File: config.mk
export PLATFORM = sky130hd
export DESIGN_NAME = serial_adder_ctrl
export DESIGN_NICKNAME = d
export VERILOG_FILES = /design/src/rtl/serial_adder_ctrl.sv
export SDC_FILE = /design/constraint.sdc
export NUM_CORES = 1
export LEC_CHECK = 0
export ABC_AREA = 0
export ABC_CLOCK_PERIOD_IN_PS = 3300
export CAP_MARGIN = 25
export CELL_PAD_IN_SITES_DETAIL_PLACEMENT = 1
export CELL_PAD_IN_SITES_GLOBAL_PLACEMENT = 2
export CORE_MARGIN = 5
export CORE_UTILIZATION = 34
export CTS_CLUSTER_DIAMETER = 50
export DETAILED_ROUTE_END_ITERATION = 6
export PLACE_DENSITY = 0.94
export SLEW_MARGIN = 0
export SYNTH_ARGS = -nofsm -noshare
export SYNTH_HDL_FRONTEND = slang
export SYNTH_SLANG_ARGS = --single-unit
File: constraint.sdc
create_clock -name clk -period 3.3 [get_ports clk]
set_clock_uncertainty 0.2 [all_clocks]
set_input_delay 0.66 -clock clk [delete_from_list [all_inputs] [get_ports clk]]
set_output_delay 0.66 -clock clk [all_outputs]
set_load 0.02 [all_outputs]
File: src/rtl/serial_adder_ctrl.sv
// Bit-serial adder: one full-adder slice reused over WIDTH cycles, LSB first.
// Optional subtract mode (A-B) when SERIAL_ADDER_SUB_EN is defined.
module serial_adder_ctrl #(
    parameter int WIDTH = 8,
    localparam int CNT_W = $clog2(WIDTH) + 1
) (
    input  logic             clk,
    input  logic             rst,
    input  logic             start_in,
    input  logic [WIDTH-1:0] A_in,
    input  logic [WIDTH-1:0] B_in,
`ifdef SERIAL_ADDER_SUB_EN
    input  logic             sub_in,
`endif
    output logic             ready,
    output logic             busy,
    output logic             done,
    output logic [WIDTH-1:0] SUM,
    output logic             CARRY
);

    typedef enum logic [1:0] {
        ST_IDLE = 2'd0,
        ST_RUN  = 2'd1,
        ST_DONE = 2'd2
    } state_t;

    state_t             state_q, state_d;
    logic [WIDTH-1:0]   a_q, a_d;
    logic [WIDTH-1:0]   b_q, b_d;
    logic               cin_q, cin_d;
    logic [CNT_W-1:0]   idx_q, idx_d;
    logic [WIDTH-1:0]   sum_q, sum_d;
    logic               carry_q, carry_d;

    logic sub_sel;
    logic s1, c1, s, c2, cout;
    logic last_bit;

`ifdef SERIAL_ADDER_SUB_EN
    assign sub_sel = sub_in;
`else
    assign sub_sel = 1'b0;
`endif

    assign last_bit = (idx_q == CNT_W'(WIDTH - 1));

    always_ff @(posedge clk or posedge rst) begin
        if (rst) begin
            state_q <= ST_IDLE;
            a_q     <= '0;
            b_q     <= '0;
            cin_q   <= 1'b0;
            idx_q   <= '0;
            sum_q   <= '0;
            carry_q <= 1'b0;
        end else begin
            state_q <= state_d;
            a_q     <= a_d;
            b_q     <= b_d;
            cin_q   <= cin_d;
            idx_q   <= idx_d;
            sum_q   <= sum_d;
            carry_q <= carry_d;
        end
    end

    always_comb begin
        state_d = state_q;
        case (state_q)
            ST_IDLE: if (start_in) state_d = ST_RUN;
            ST_RUN:  if (last_bit) state_d = ST_DONE;
            ST_DONE: state_d = ST_IDLE;
            default: state_d = ST_IDLE;
        endcase
    end

    // Single full-adder slice built from two half adders.
    always_comb begin
        s1   = a_q[0] ^ b_q[0];
        c1   = a_q[0] & b_q[0];
        s    = s1 ^ cin_q;
        c2   = s1 & cin_q;
        cout = c1 | c2;
    end

    always_comb begin
        a_d     = a_q;
        b_d     = b_q;
        cin_d   = cin_q;
        idx_d   = idx_q;
        sum_d   = sum_q;
        carry_d = carry_q;
        case (state_q)
            ST_IDLE: begin
                if (start_in) begin
                    a_d     = A_in;
                    b_d     = sub_sel ? ~B_in : B_in;
                    cin_d   = sub_sel;
                    idx_d   = '0;
                    sum_d   = '0;
                    carry_d = 1'b0;
                end
            end
            ST_RUN: begin
                a_d   = a_q >> 1;
                b_d   = b_q >> 1;
                cin_d = cout;
                // Shift in at the MSB; after WIDTH steps bit 0 lands at the LSB.
                sum_d = {s, sum_q[WIDTH-1:1]};
                idx_d = idx_q + CNT_W'(1);
                if (last_bit) carry_d = cout;
            end
            default: ;
        endcase
    end

    always_comb begin
        ready = (state_q == ST_IDLE);
        busy  = (state_q == ST_RUN) || (state_q == ST_DONE);
        done  = (state_q == ST_DONE);
    end

    assign SUM   = sum_q;
    assign CARRY = carry_q;

endmodule
### Word-level counts from Yosys, hierarchy flattened

Cells that the tools add are included.

* equal/unequal tests: 5
* add/subtract/negate cells: 1
* reductions and logical operators: 6
* mux-type cells: 15
* bitwise gates (word level): 5

Operators by type and width (number)
* case mux 8 bit (2 select lines): 3
* 2-to-1 mux 8 bit: 3
* case mux 4 bit (2 select lines): 1
* adder 4 x 1 -> 4 bit, second input constant: 1
* equality test 4 x 3 -> 1 bit, second input constant: 1
* 2-to-1 mux 2 bit: 2
* 2-to-1 mux 4 bit: 1
* inequality test 2 bit, second input constant: 2
* case mux 1 bit (2 select lines): 2
* case mux 2 bit (2 select lines): 1
* AND reduction 2 bit: 2
* AND reduction 3 bit: 1
* AND 1 bit: 2
* equality test 2 x 1 -> 1 bit, second input constant: 1
* equality test 2 bit, second input constant: 1
* zero test 2 bit: 1
* 2-to-1 mux 1 bit: 2
* nonzero test 2 bit: 1
* XOR 1 bit: 2
* logical OR 1 bit: 1
* OR 1 bit: 1

* output and inout port bits: 12
* bits of input ports: 19
* logic and storage cells: 39
* register bits: 32

### Longest topological paths before layout

* depth after elaboration: 5
* mapped depth: 7
* depth with buffers taken out: 5

### Worst setup path before layout

OpenSTA, ideal clock, no wires.

* path type: reg-to-reg
* from: register state_q[0]
* to: register sum_q[6] (netlist: SUM[6])
* arrival time: 1.613 ns
* stages on the path, launching flop included: 6
* slack: 1.352 ns
* path buffers: 1
* required time: 2.965 ns
* setup time: 0.135 ns
* clock period less this slack: 1.948 ns
* cells stage by stage: dfrtp_1 -> inv_1 -> ha_1 -> mux2i_2 -> clkbuf_1 -> o21ai_0

* longest elaborated chain between the ends: 3
* elaborated cells between the ends (all ways): 6
* those cells by class: eq/ne: 2; mux: 1; reduce/logical: 3

RTL lines
* from (decl): RTL line 28 `state_t state_q, state_d;`
* from (signal assigned): RTL line 58 `state_q <= state_d;`
* zero test 2 bit *
* net ready: RTL line 15 `output logic ready,`
* inequality test 2 bit (no source line) or nonzero test 2 bit (tied branches)
* AND reduction 2 bit (no source line)
* to (signal assigned): RTL line 63 `sum_q <= sum_d;`
* to (decl): RTL line 33 `logic [WIDTH-1:0] sum_q, sum_d;`

Mark *: on every way through the listed nets, which the timed path passes. The rest lies on a longest branch.
A chain may end at the register's enable or synchronous reset.

### Final worst setup path

* from: register state_q[1]
* to: output port ready

* longest elaborated chain between the ends: 1

RTL lines
* zero test 2 bit: RTL line 119 `ready = (state_q == ST_IDLE);`
* to (decl): RTL line 15

No other way between the ends.

==> results.md <==
* Status: finished clean
* Synthesized instance count at between 100 and 150
* Total grt overflow at 0
* Number of I/O pins at 31
* Final Hold Vio Count at 0
* Average cell area after synthesis at ~10 µm²
* Seq cells post-synth at 32
* Clock share of power at about 18%
* Hold buffer count at cts at 0
* GPL Wtd Cong at approximately 0.7
* Peak VDD IR at 549 µV
* Slowest cell delay on critical path at around 0.67 ns
* Crit-path max FO at 6
* Max_slew headroom at a little under three quarters
* H-tree depth at 2
* Worst-path clk slew at ~0.06 ns
* Initial antenna violation count at 0
* GRT Total Usage at 13.0%
* Synth area leader: dfrtp_1
* CP arrival at roughly 1.8 ns
* Wire per inst at ~16 µm
* Fillers at between 400 and 500
* Layout Nets at between 200 and 250
* PwrDens at 888 nW/µm²
* Tmin final at roughly 2.7 ns
* Critical Path End Type: output pin
* Area contributors post-synth: dfrtp_1, mux2i_1, o21ai_0, nand2_1, ha_1
* Antenna cells at 0
* Crit-path cells: inv_1, ha_1, clkdlybuf4s50_1
* First-pass GRT wire length at roughly 6.2 mm
* Vias/cell at a little over 5
* Clock buffer depth at 2
* Period utilization at approximately 80%
* Worst path top cell family by delay: buffers and inverters
* Core ar. at approximately 4400 µm²
* Switching pwr at approximately 700 µW
* Setup Buffers After CTS at 0
* Clk Latency, worst-skew pair at approximately 0.29 ns
* Die area at 5960 µm²
* Sw Ratio at 39.7%
* WP buf/inv at 2
* Num CTS Buffers at 5
* Sequential power share at roughly 37%
* Die H at between 70 and 80 µm
* CTS tree: built
* Final setup violation count at 0
* Final Core Density at 45.5%
* Placement Rows at 24
* Area Growth Syn to Fin at 29.2%
* Internal at about 1.1 mW
* DR pass1 iterations at 4
* DRC at 0
* Overall Power at between 1.5 and 2 mW
* Leakage at approximately 0.87 nW
* Yosys warning count at 0
* Clk root buf: clkbuf_8
* Kind of critical path: flop to output pin
* Vias at about 1200
* Die width at 77.2 µm
* Max Cap Violations at 0
* Synth unique cells at 24
* CTS resizes at 0
* CP Data Required Time at between 2 and 2.5 ns
* Top-area cell type share of the netlist area at between 50% and 60%
* Vias in the first global route at around 1300
* Initial DRC Count at between 60 and 70
* Hold Crit Class: flop to flop
* Synthesized area at between 1500 and 2000 µm²
* Largest net degree at the start of global routing at 40
* Starting Density at 35.2%
* Combinational power share at a little under half
* CP startpoint kind: flop
* Syn_nets at roughly 170
* Worst Max-Slew Pin Slew at 0.425 ns
* Layout cell share with drive strength beyond 1 at under 10%
* Total Wirelength at approximately 3.7 mm
* CP max-delay cell: clkdlybuf4s50_1
* Antenna viol nets, final at 0
* Unrepaired setup endpoints after global routing: no
* Pins over their slew limit at 0
* FMAX at 374 MHz
* DP HPWL at roughly 2.7 mm
* # clock sinks at 32
* Setup TNS at 0 ns
* Sequential area share after synthesis at 52.2%
* PortBufs at 30
* Most frequent cells in the layout: dfrtp_1, nand2_1, clkdlybuf4s50_1
[worst min-delay path: stages (launching register included)]
cell and delay, ns:
dfrtp_1 0.34, nand2_1 0.05, o21ai_0 0.06
[power groups by stage]
stage	Combinational [mW]	Clock (mW)	Sequential, mW
6_report	0.798	0.310	0.651
5_1_grt	0.896	0.335	0.674
4_1_cts	0.816	0.317	0.655
3_5_place_dp	0.810	0	0.661
3_3_place_gp	0.751	0	0.644
2_1_floorplan	0.550	0	0.650
[final cells by class]
cell class	count	area [µm²]	area share (%)
Clock inverter	2	10.0	0.505
Inverter	3	11.3	0.568
Tap cell	52	65.1	3.28
Multi-Input combinational cell	103	689	34.8
Sequential cell	32	801	40.4
Clock buffer	6	82.6	4.17
Timing Repair Buffer	33	323	16.3
[cells by family after synthesis]
logic type      share of synthesized area (%)
simple gates                             14.8
flops                                    52.2
compound gates                           11.1
mux                                      12.2
buf+inv                                  3.43
fa+ha+maj                                6.20
[sequential cells by signal, indices dropped and copies added (netlist names)]
signal / count
state_q: 2
b_q: 8
a_q: 8
idx_q: 4
SUM: 8
cin_q: 1
CARRY: 1
[worst paths after layout]
kind | startpoint | slack [ns] | endpoint | cells past startpoint
max | state_q[1] | 0.62 | ready | 3
max in group asynchronous | rst | 2.04 | a_q[0] | 3
max reg2reg | state_q[1] | 0.99 | idx_q[2] | 6
min | a_q[5] | 0.29 | a_q[5] | 2
min in group asynchronous | rst | 0.55 | b_q[7] | 3
min reg2reg | a_q[5] | 0.29 | a_q[5] | 2
[stage by stage]
step	hold WS, ns	setup slack [ns]	instances	instance area [µm²]
3_3_place_gp	0.263	0.907	223	1890
3_5_place_dp	0.275	0.769	223	1890
2_1_floorplan	0.250	1.35	147	1530
4_1_cts	0.291	0.602	231	1980
6_report	0.287	0.624	231	1980
5_1_grt	0.314	0.517	231	1980
[layer usage]
layer  GRT usage [%]  up-vias  wire length, µm
met5               0        -                0
met4            3.61        0               46
met3            4.92        5              171
met2            21.5       27             1860
met1            15.7      591             1590
li1                -      568                -
[cells in the mapped netlist, drive strengths merged]
library cell,number
a22o,3
fa,1
mux2,3
nand3b,2
a311oi,1
dfrtp,32
nand2b,3
nand3,5
ha,6
o21ai,24
nand2,32
and2,1
a21boi,1
nor3b,1
mux2i,15
inv,3
or4b,1
o31ai,1
nor2b,1
buf,6
and3b,1
and4b,1
clkbuf,3
No activity file was read; power rests on OpenSTA's default activity.
